===== config.mk =====
export PLATFORM = sky130hd
export DESIGN_NAME = rf_alu_engine
export DESIGN_NICKNAME = d
export VERILOG_FILES = /design/src/rtl/rf_alu_engine.sv
export SDC_FILE = /design/constraint.sdc
export NUM_CORES = 2
export LEC_CHECK = 0
export BUFFER_PORTS_ARGS = -buffer_cell sky130_fd_sc_hd__buf_2
export CAP_MARGIN = 20
export CELL_PAD_IN_SITES_DETAIL_PLACEMENT = 0
export CELL_PAD_IN_SITES_GLOBAL_PLACEMENT = 1
export CORE_MARGIN = 3
export CORE_UTILIZATION = 56
export DETAILED_ROUTE_END_ITERATION = 8
export HOLD_SLACK_MARGIN = 0.15
export PLACE_DENSITY = 0.89
export SLEW_MARGIN = 40
export SYNTH_ARGS = -nofsm -noshare
export SYNTH_HDL_FRONTEND = slang
export SYNTH_SLANG_ARGS = --single-unit

===== constraint.sdc =====
create_clock -name clk -period 17.4 [get_ports clk]
set_input_delay 3.48 -clock clk [delete_from_list [all_inputs] [get_ports clk]]
set_output_delay 3.48 -clock clk [all_outputs]
set_load 0.05 [all_outputs]

===== src/rtl/rf_alu_engine.sv =====
`default_nettype none
// ============================================================================
// Module      : rf_alu_engine
// Description : Register file plus ALU engine with a valid/ready command port,
//               a held result port, an external write port and a debug read port.
//               Optional iterative multiplier enabled by macro RF_ALU_MUL_EN.
// Revision    : 1.0 - initial release
// ============================================================================
module rf_alu_engine #(
    parameter int WIDTH  = 32,
    parameter int ADDR_W = 5,
    parameter int SH_W   = 5
) (
    input  logic              clk,
    input  logic              rstn,
    input  logic              cmd_valid,
    output logic              cmd_ready,
    input  logic [3:0]        cmd_op,
    input  logic [ADDR_W-1:0] cmd_rs1,
    input  logic [ADDR_W-1:0] cmd_rs2,
    input  logic [ADDR_W-1:0] cmd_rd,
    input  logic              cmd_we,
    output logic              res_valid,
    input  logic              res_ready,
    output logic [WIDTH-1:0]  res_data,
    output logic              res_zero,
    output logic              res_ovf,
    output logic              res_err,
    input  logic              ext_we,
    input  logic [ADDR_W-1:0] ext_addr,
    input  logic [WIDTH-1:0]  ext_wdata,
    input  logic [ADDR_W-1:0] dbg_addr,
    output logic [WIDTH-1:0]  dbg_data
);

    localparam int         c_DEPTH  = 2**ADDR_W;
    localparam logic [3:0] c_OP_ADD = 4'd0;
    localparam logic [3:0] c_OP_SUB = 4'd1;
    localparam logic [3:0] c_OP_AND = 4'd2;
    localparam logic [3:0] c_OP_OR  = 4'd3;
    localparam logic [3:0] c_OP_XOR = 4'd4;
    localparam logic [3:0] c_OP_SLT = 4'd5;
    localparam logic [3:0] c_OP_SLTU= 4'd6;
    localparam logic [3:0] c_OP_SLL = 4'd7;
    localparam logic [3:0] c_OP_SRL = 4'd8;
    localparam logic [3:0] c_OP_SRA = 4'd9;

    typedef enum logic [1:0] {
        S_IDLE    = 2'd0,
        S_MUL_RUN = 2'd1,
        S_DONE    = 2'd2
    } state_t;

    state_t              r_state;
    state_t              w_state_nxt;
    logic [WIDTH-1:0]    r_rf [c_DEPTH];
    logic [WIDTH-1:0]    r_res_data;
    logic                r_res_zero;
    logic                r_res_ovf;
    logic                r_res_err;

    logic                w_cmd_ready;
    logic                w_accept;
    logic                w_is_mul;
    logic                w_mul_last;
    logic [WIDTH-1:0]    w_a;
    logic [WIDTH-1:0]    w_b;
    logic [SH_W-1:0]     w_shamt;
    logic [WIDTH-1:0]    w_sum;
    logic [WIDTH-1:0]    w_diff;
    logic [WIDTH-1:0]    w_alu;
    logic                w_ovf;
    logic                w_err;
    logic                w_wb_en;
    logic [ADDR_W-1:0]   w_wb_addr;
    logic [WIDTH-1:0]    w_wb_data;

    assign w_cmd_ready = (r_state == S_IDLE) || ((r_state == S_DONE) && res_ready);
    assign w_accept    = cmd_valid && w_cmd_ready;
    assign cmd_ready   = w_cmd_ready;

    assign w_a     = (cmd_rs1 == '0) ? '0 : r_rf[cmd_rs1];
    assign w_b     = (cmd_rs2 == '0) ? '0 : r_rf[cmd_rs2];
    assign w_shamt = w_b[SH_W-1:0];
    assign w_sum   = w_a + w_b;
    assign w_diff  = w_a - w_b;

    always_comb begin
        w_alu = '0;
        w_ovf = 1'b0;
        w_err = 1'b0;
        case (cmd_op)
            c_OP_ADD: begin
                w_alu = w_sum;
                w_ovf = (w_a[WIDTH-1] == w_b[WIDTH-1]) && (w_sum[WIDTH-1] != w_a[WIDTH-1]);
            end
            c_OP_SUB: begin
                w_alu = w_diff;
                w_ovf = (w_a[WIDTH-1] != w_b[WIDTH-1]) && (w_diff[WIDTH-1] != w_a[WIDTH-1]);
            end
            c_OP_AND:  w_alu = w_a & w_b;
            c_OP_OR:   w_alu = w_a | w_b;
            c_OP_XOR:  w_alu = w_a ^ w_b;
            c_OP_SLT:  w_alu = {{(WIDTH-1){1'b0}}, ($signed(w_a) < $signed(w_b))};
            c_OP_SLTU: w_alu = {{(WIDTH-1){1'b0}}, (w_a < w_b)};
            c_OP_SLL:  w_alu = w_a << w_shamt;
            c_OP_SRL:  w_alu = w_a >> w_shamt;
            c_OP_SRA:  w_alu = $unsigned($signed(w_a) >>> w_shamt);
            // MUL (when built) takes its own path; everything else is illegal
            default:   w_err = 1'b1;
        endcase
    end

`ifdef RF_ALU_MUL_EN
    localparam logic [3:0] c_OP_MUL = 4'd10;
    localparam int         c_CNT_W  = $clog2(WIDTH + 1);

    logic [WIDTH-1:0]   r_mul_a;
    logic [WIDTH-1:0]   r_mul_b;
    logic [WIDTH-1:0]   r_acc;
    logic [c_CNT_W-1:0] r_cnt;
    logic [ADDR_W-1:0]  r_mul_rd;
    logic               r_mul_we;
    logic [WIDTH-1:0]   w_acc_nxt;

    assign w_is_mul   = (cmd_op == c_OP_MUL);
    assign w_mul_last = (r_state == S_MUL_RUN) && (r_cnt == c_CNT_W'(1));
    assign w_acc_nxt  = r_acc + (r_mul_b[0] ? r_mul_a : '0);

    // Shift-add: one multiplier bit per cycle, operands frozen at accept
    always_ff @(posedge clk or negedge rstn) begin
        if (!rstn) begin
            r_mul_a  <= '0;
            r_mul_b  <= '0;
            r_acc    <= '0;
            r_cnt    <= '0;
            r_mul_rd <= '0;
            r_mul_we <= 1'b0;
        end else if (w_accept && w_is_mul) begin
            r_mul_a  <= w_a;
            r_mul_b  <= w_b;
            r_acc    <= '0;
            r_cnt    <= c_CNT_W'(WIDTH);
            r_mul_rd <= cmd_rd;
            r_mul_we <= cmd_we;
        end else if (r_state == S_MUL_RUN) begin
            r_acc   <= w_acc_nxt;
            r_mul_a <= r_mul_a << 1;
            r_mul_b <= r_mul_b >> 1;
            r_cnt   <= r_cnt - c_CNT_W'(1);
        end
    end
`else
    assign w_is_mul   = 1'b0;
    assign w_mul_last = 1'b0;
`endif

    always_comb begin
        w_wb_en   = 1'b0;
        w_wb_addr = cmd_rd;
        w_wb_data = w_alu;
        if (w_accept && !w_is_mul) begin
            w_wb_en = cmd_we && !w_err && (cmd_rd != '0);
        end
`ifdef RF_ALU_MUL_EN
        if (w_mul_last) begin
            w_wb_en   = r_mul_we && (r_mul_rd != '0);
            w_wb_addr = r_mul_rd;
            w_wb_data = w_acc_nxt;
        end
`endif
    end

    always_comb begin
        w_state_nxt = r_state;
        case (r_state)
            S_IDLE: begin
                if (w_accept) w_state_nxt = w_is_mul ? S_MUL_RUN : S_DONE;
            end
            S_MUL_RUN: begin
                if (w_mul_last) w_state_nxt = S_DONE;
            end
            S_DONE: begin
                if (w_accept)       w_state_nxt = w_is_mul ? S_MUL_RUN : S_DONE;
                else if (res_ready) w_state_nxt = S_IDLE;
            end
            default: w_state_nxt = S_IDLE;
        endcase
    end

    always_ff @(posedge clk or negedge rstn) begin
        if (!rstn) r_state <= S_IDLE;
        else       r_state <= w_state_nxt;
    end

    always_ff @(posedge clk or negedge rstn) begin
        if (!rstn) begin
            r_res_data <= '0;
            r_res_zero <= 1'b0;
            r_res_ovf  <= 1'b0;
            r_res_err  <= 1'b0;
        end else if (w_accept && !w_is_mul) begin
            r_res_data <= w_alu;
            r_res_zero <= (w_alu == '0);
            r_res_ovf  <= w_ovf;
            r_res_err  <= w_err;
        end else if (w_mul_last) begin
            r_res_data <= w_wb_data;
            r_res_zero <= (w_wb_data == '0);
            r_res_ovf  <= 1'b0;
            r_res_err  <= 1'b0;
        end
    end

    // Engine write is issued last so it wins a same-address collision
    always_ff @(posedge clk or negedge rstn) begin
        if (!rstn) begin
            for (int i = 0; i < c_DEPTH; i++) r_rf[i] <= WIDTH'(i);
        end else begin
            if (ext_we && (ext_addr != '0)) r_rf[ext_addr] <= ext_wdata;
            if (w_wb_en)                    r_rf[w_wb_addr] <= w_wb_data;
        end
    end

    assign res_valid = (r_state == S_DONE);
    assign res_data  = r_res_data;
    assign res_zero  = r_res_zero;
    assign res_ovf   = r_res_ovf;
    assign res_err   = r_res_err;
    assign dbg_data  = r_rf[dbg_addr];

endmodule
`default_nettype wire

==> qor.yml <==
status:
  status: "finished clean"
sta:
  tightestPinTransition_ns: 0.9875
  drv_slew: 0
  slew-limit-headroom: 0.3417
  finalSetupViolCount: 0
  fin_crit_ns: 10.96
  max_freq_mhz: 91.24
  grt_setup_unrepaired: "false"
  setup-tns-final_ns: 0
  fin_ws_ns: 6.440
  timing.final.crit_share: 0.6299
  hold_viol_final: 0
  skew_ns: 0.04415
logic_synthesis:
  syn_nets: 8048
  synth_edf_count: 0
  yosysTopAreaCell: "dfrtp_1"
  synthCells: 7882
  synth_flop_cell: "dfrtp_1"
  syn_avg_cell_area_sq_um: 10.37
  synth_top_area_frac: 0.2999
  async_reset_ff_frac: 1.000
  seq_area_frac_synth: 0.3256
  synth.ff_latch_count: 1060
  syn-cell-area_sq_um: 81760
  synth_cell_types: 90
  yosys_warnings: 0
  synth_area_leaders: "dfrtp_1 (30%), mux4_2 (24%), mux2i_1 (6.7%), mux2_2 (4.3%), o21ai_0 (4.2%)"
die:
  die_area_sq_um: 150600
  die_w_um: 388.1
  rows: 139
  core_sq_um: 144400
  die_h_um: 388.1
  io_pins: 136
  initial_core_util: 0.5664
placement:
  place_congestion: 1.089
  dp_hpwl_um: 221600
  placed_cell_area_sq_um: 84140
  port_buffers: 135
  dp_slack_ns: 5.964
critical_path:
  worstPathRequired_ns: 18.11
  cp_max_fo: 52
  endpoint_kind: "register"
  crit_arrival_ns: 11.67
  startpoint_type: "input pin"
  reg2reg_slack_ns: 10.45
  path_class: "in2reg"
detailed_routing:
  antenna_left: 0
  route.detailed.drc: 0
  vias: 74340
  drtIter0Drc: 13060
  first_pass_iters: 9
  drt_wl_total_um: 359800
  viasPerCell: 7.854
  wire_per_inst_um: 38.01
final_layout:
  drive_above_1_share: 0.2615
  nFillCells: 11370
  multi_input_area_sq_um: 51940
  final_cell_area_sq_um: 88530
  ff_latch_area_sq_um: 26630
  syn_to_final_growth_pct: 8.276
  finalNetCount: 7609
  layout_common_cells: "dfrtp_1 (980), mux4_2 (883), nand2_1 (843), o21ai_0 (691), a21oi_1 (636)"
  final_common_cell: "dfrtp_1"
cts:
  cts_tree: "yes"
  cts_buffers: 119
  htreeDepth: 3
  root_buffer: "clkbuf_16"
  clkTransAtPathRegs_ns: 0.06
  clockBufferDepth: 3
  ctsResizeCount: 0
  cts_setup_buffers: 0
  clkSinkCount: 1060
  ctsHoldBuffers: 0
  clock_latency_ns: 0.79
global_routing:
  met1_usage: 0.6062
  first_global_vias: 72090
  gr-usage-met2: 0.6461
  grt_max_degree: 161
  grt_overflow: 0
  grt_busiest_layer: "met2"
  grt_pass1_wl_um: 514800
  grt_usage: 0.4703
  grt_use_met3: 0.1924
  antenna_found_initial: 28
min_path:
  hold_path_class: "reg2reg"
pwr:
  p_leak_uw: 0.03623
  total_power_uw: 10820
  irDropWorstVdd_v: 0.0001016
  powerDensity_nw_per_um2: 122.2
flow_run:
  cap_violations: 0
==> power breakdown <==
group / switching, uW / internal [uW] / total [uW]
clock network: 1160 / 1520 / 2680
logic: 2510 / 1910 / 4420
registers: 628 / 3090 / 3720
total: 4300 / 6520 / 10800
==> state kept, by name, summed over array words and instances, names as in the netlist <==
register	flops
r_rf	1024
r_state	1
res_data	32
res_err	1
res_ovf	1
res_zero	1
==> through the flow <==
step,hold slack (ns),util,instances
6_report,0.4197,0.6133,9465
5_1_grt,0.4315,0.6132,9458
4_1_cts,0.4158,0.6109,9439
3_5_place_dp,0.4022,0.5829,9215
3_3_place_gp,0.3928,0.5778,9193
2_1_floorplan,0.4580,-,7882
==> synth_stat cells, types with 21 or more instances <==
master / instances
nor3_1: 51
mux4_2: 883
nor2b_1: 323
clkbuf_1: 759
a22oi_1: 130
inv_1: 94
a21oi_1: 636
o22ai_1: 67
buf_1: 72
nand2_1: 867
a21o_1: 27
ha_1: 97
o21ai_0: 693
o221ai_1: 30
nand2b_1: 24
dfstp_2: 80
mux2i_1: 545
a31oi_1: 21
mux2_2: 309
nand3_1: 72
buf_2: 69
a211oi_1: 341
nor2_1: 409
dfrtp_1: 980
==> routing by layer <==
layer,wire length (um),vias up
met3,59510,1804
li1,-,28900
met1,122700,36550
met2,147800,7063
met5,280,-
met4,29480,18
==> cells by family after synthesis <==
kind of cell	synth area share
AO/OA/AOI/OAI	0.1524
AND/OR/NAND/NOR	0.1021
multiplexers	0.3525
flip-flops	0.3256
buffers and inverters	0.04984
adder cells (fa/ha/maj)	0.01533
XOR/XNOR	0.002142
==> worst max-delay path: stages <==
cell and delay [ns]:
buf_8 0.25, buf_16 0.38, buf_4 0.64, o21ba_2 0.43
buf_4 0.60, a22oi_1 0.20, a22oi_1 0.18, nand2_1 0.44
ha_1 0.45, fa_1 0.47, nand2b_1 0.21, a21o_1 0.19
a21oi_1 0.34, o21ai_0 0.32, a211oi_1 0.61, o21ai_0 0.27
a21oi_1 0.30, nand4b_1 0.16, a21oi_1 0.10, nor4_2 0.30
buf_4 0.42, nand4_1 0.16, nor4_1 0.39, nand2_1 0.09
nand2_1 0.07
==> area by class of cell <==
| class | count | area share |
|---|---|---|
| antenna | 16 | 0.0004523 |
| clock buffer | 173 | 0.03925 |
| clock inverter | 51 | 0.006501 |
| inverter | 100 | 0.004339 |
| multi-input combinational | 5799 | 0.5867 |
| sequential | 1060 | 0.3008 |
| tap | 1903 | 0.02690 |
| timing repair buffer | 363 | 0.03515 |
==> path summary, 6_finish.rpt <==
path / from / end / cells past startpoint
hold / removal: r_rf[999] / r_rf[999] / 0
hold reg to reg: r_rf[999] / r_rf[999] / 0
min in group asynchronous: rstn / res_data[3] / 1
max in group asynchronous: rstn / r_rf[966] / 5
setup / recovery: cmd_rs1[1] / res_zero / 25
setup reg to reg: r_rf[34] / res_zero / 24
(Power assumes the default switching activity.)
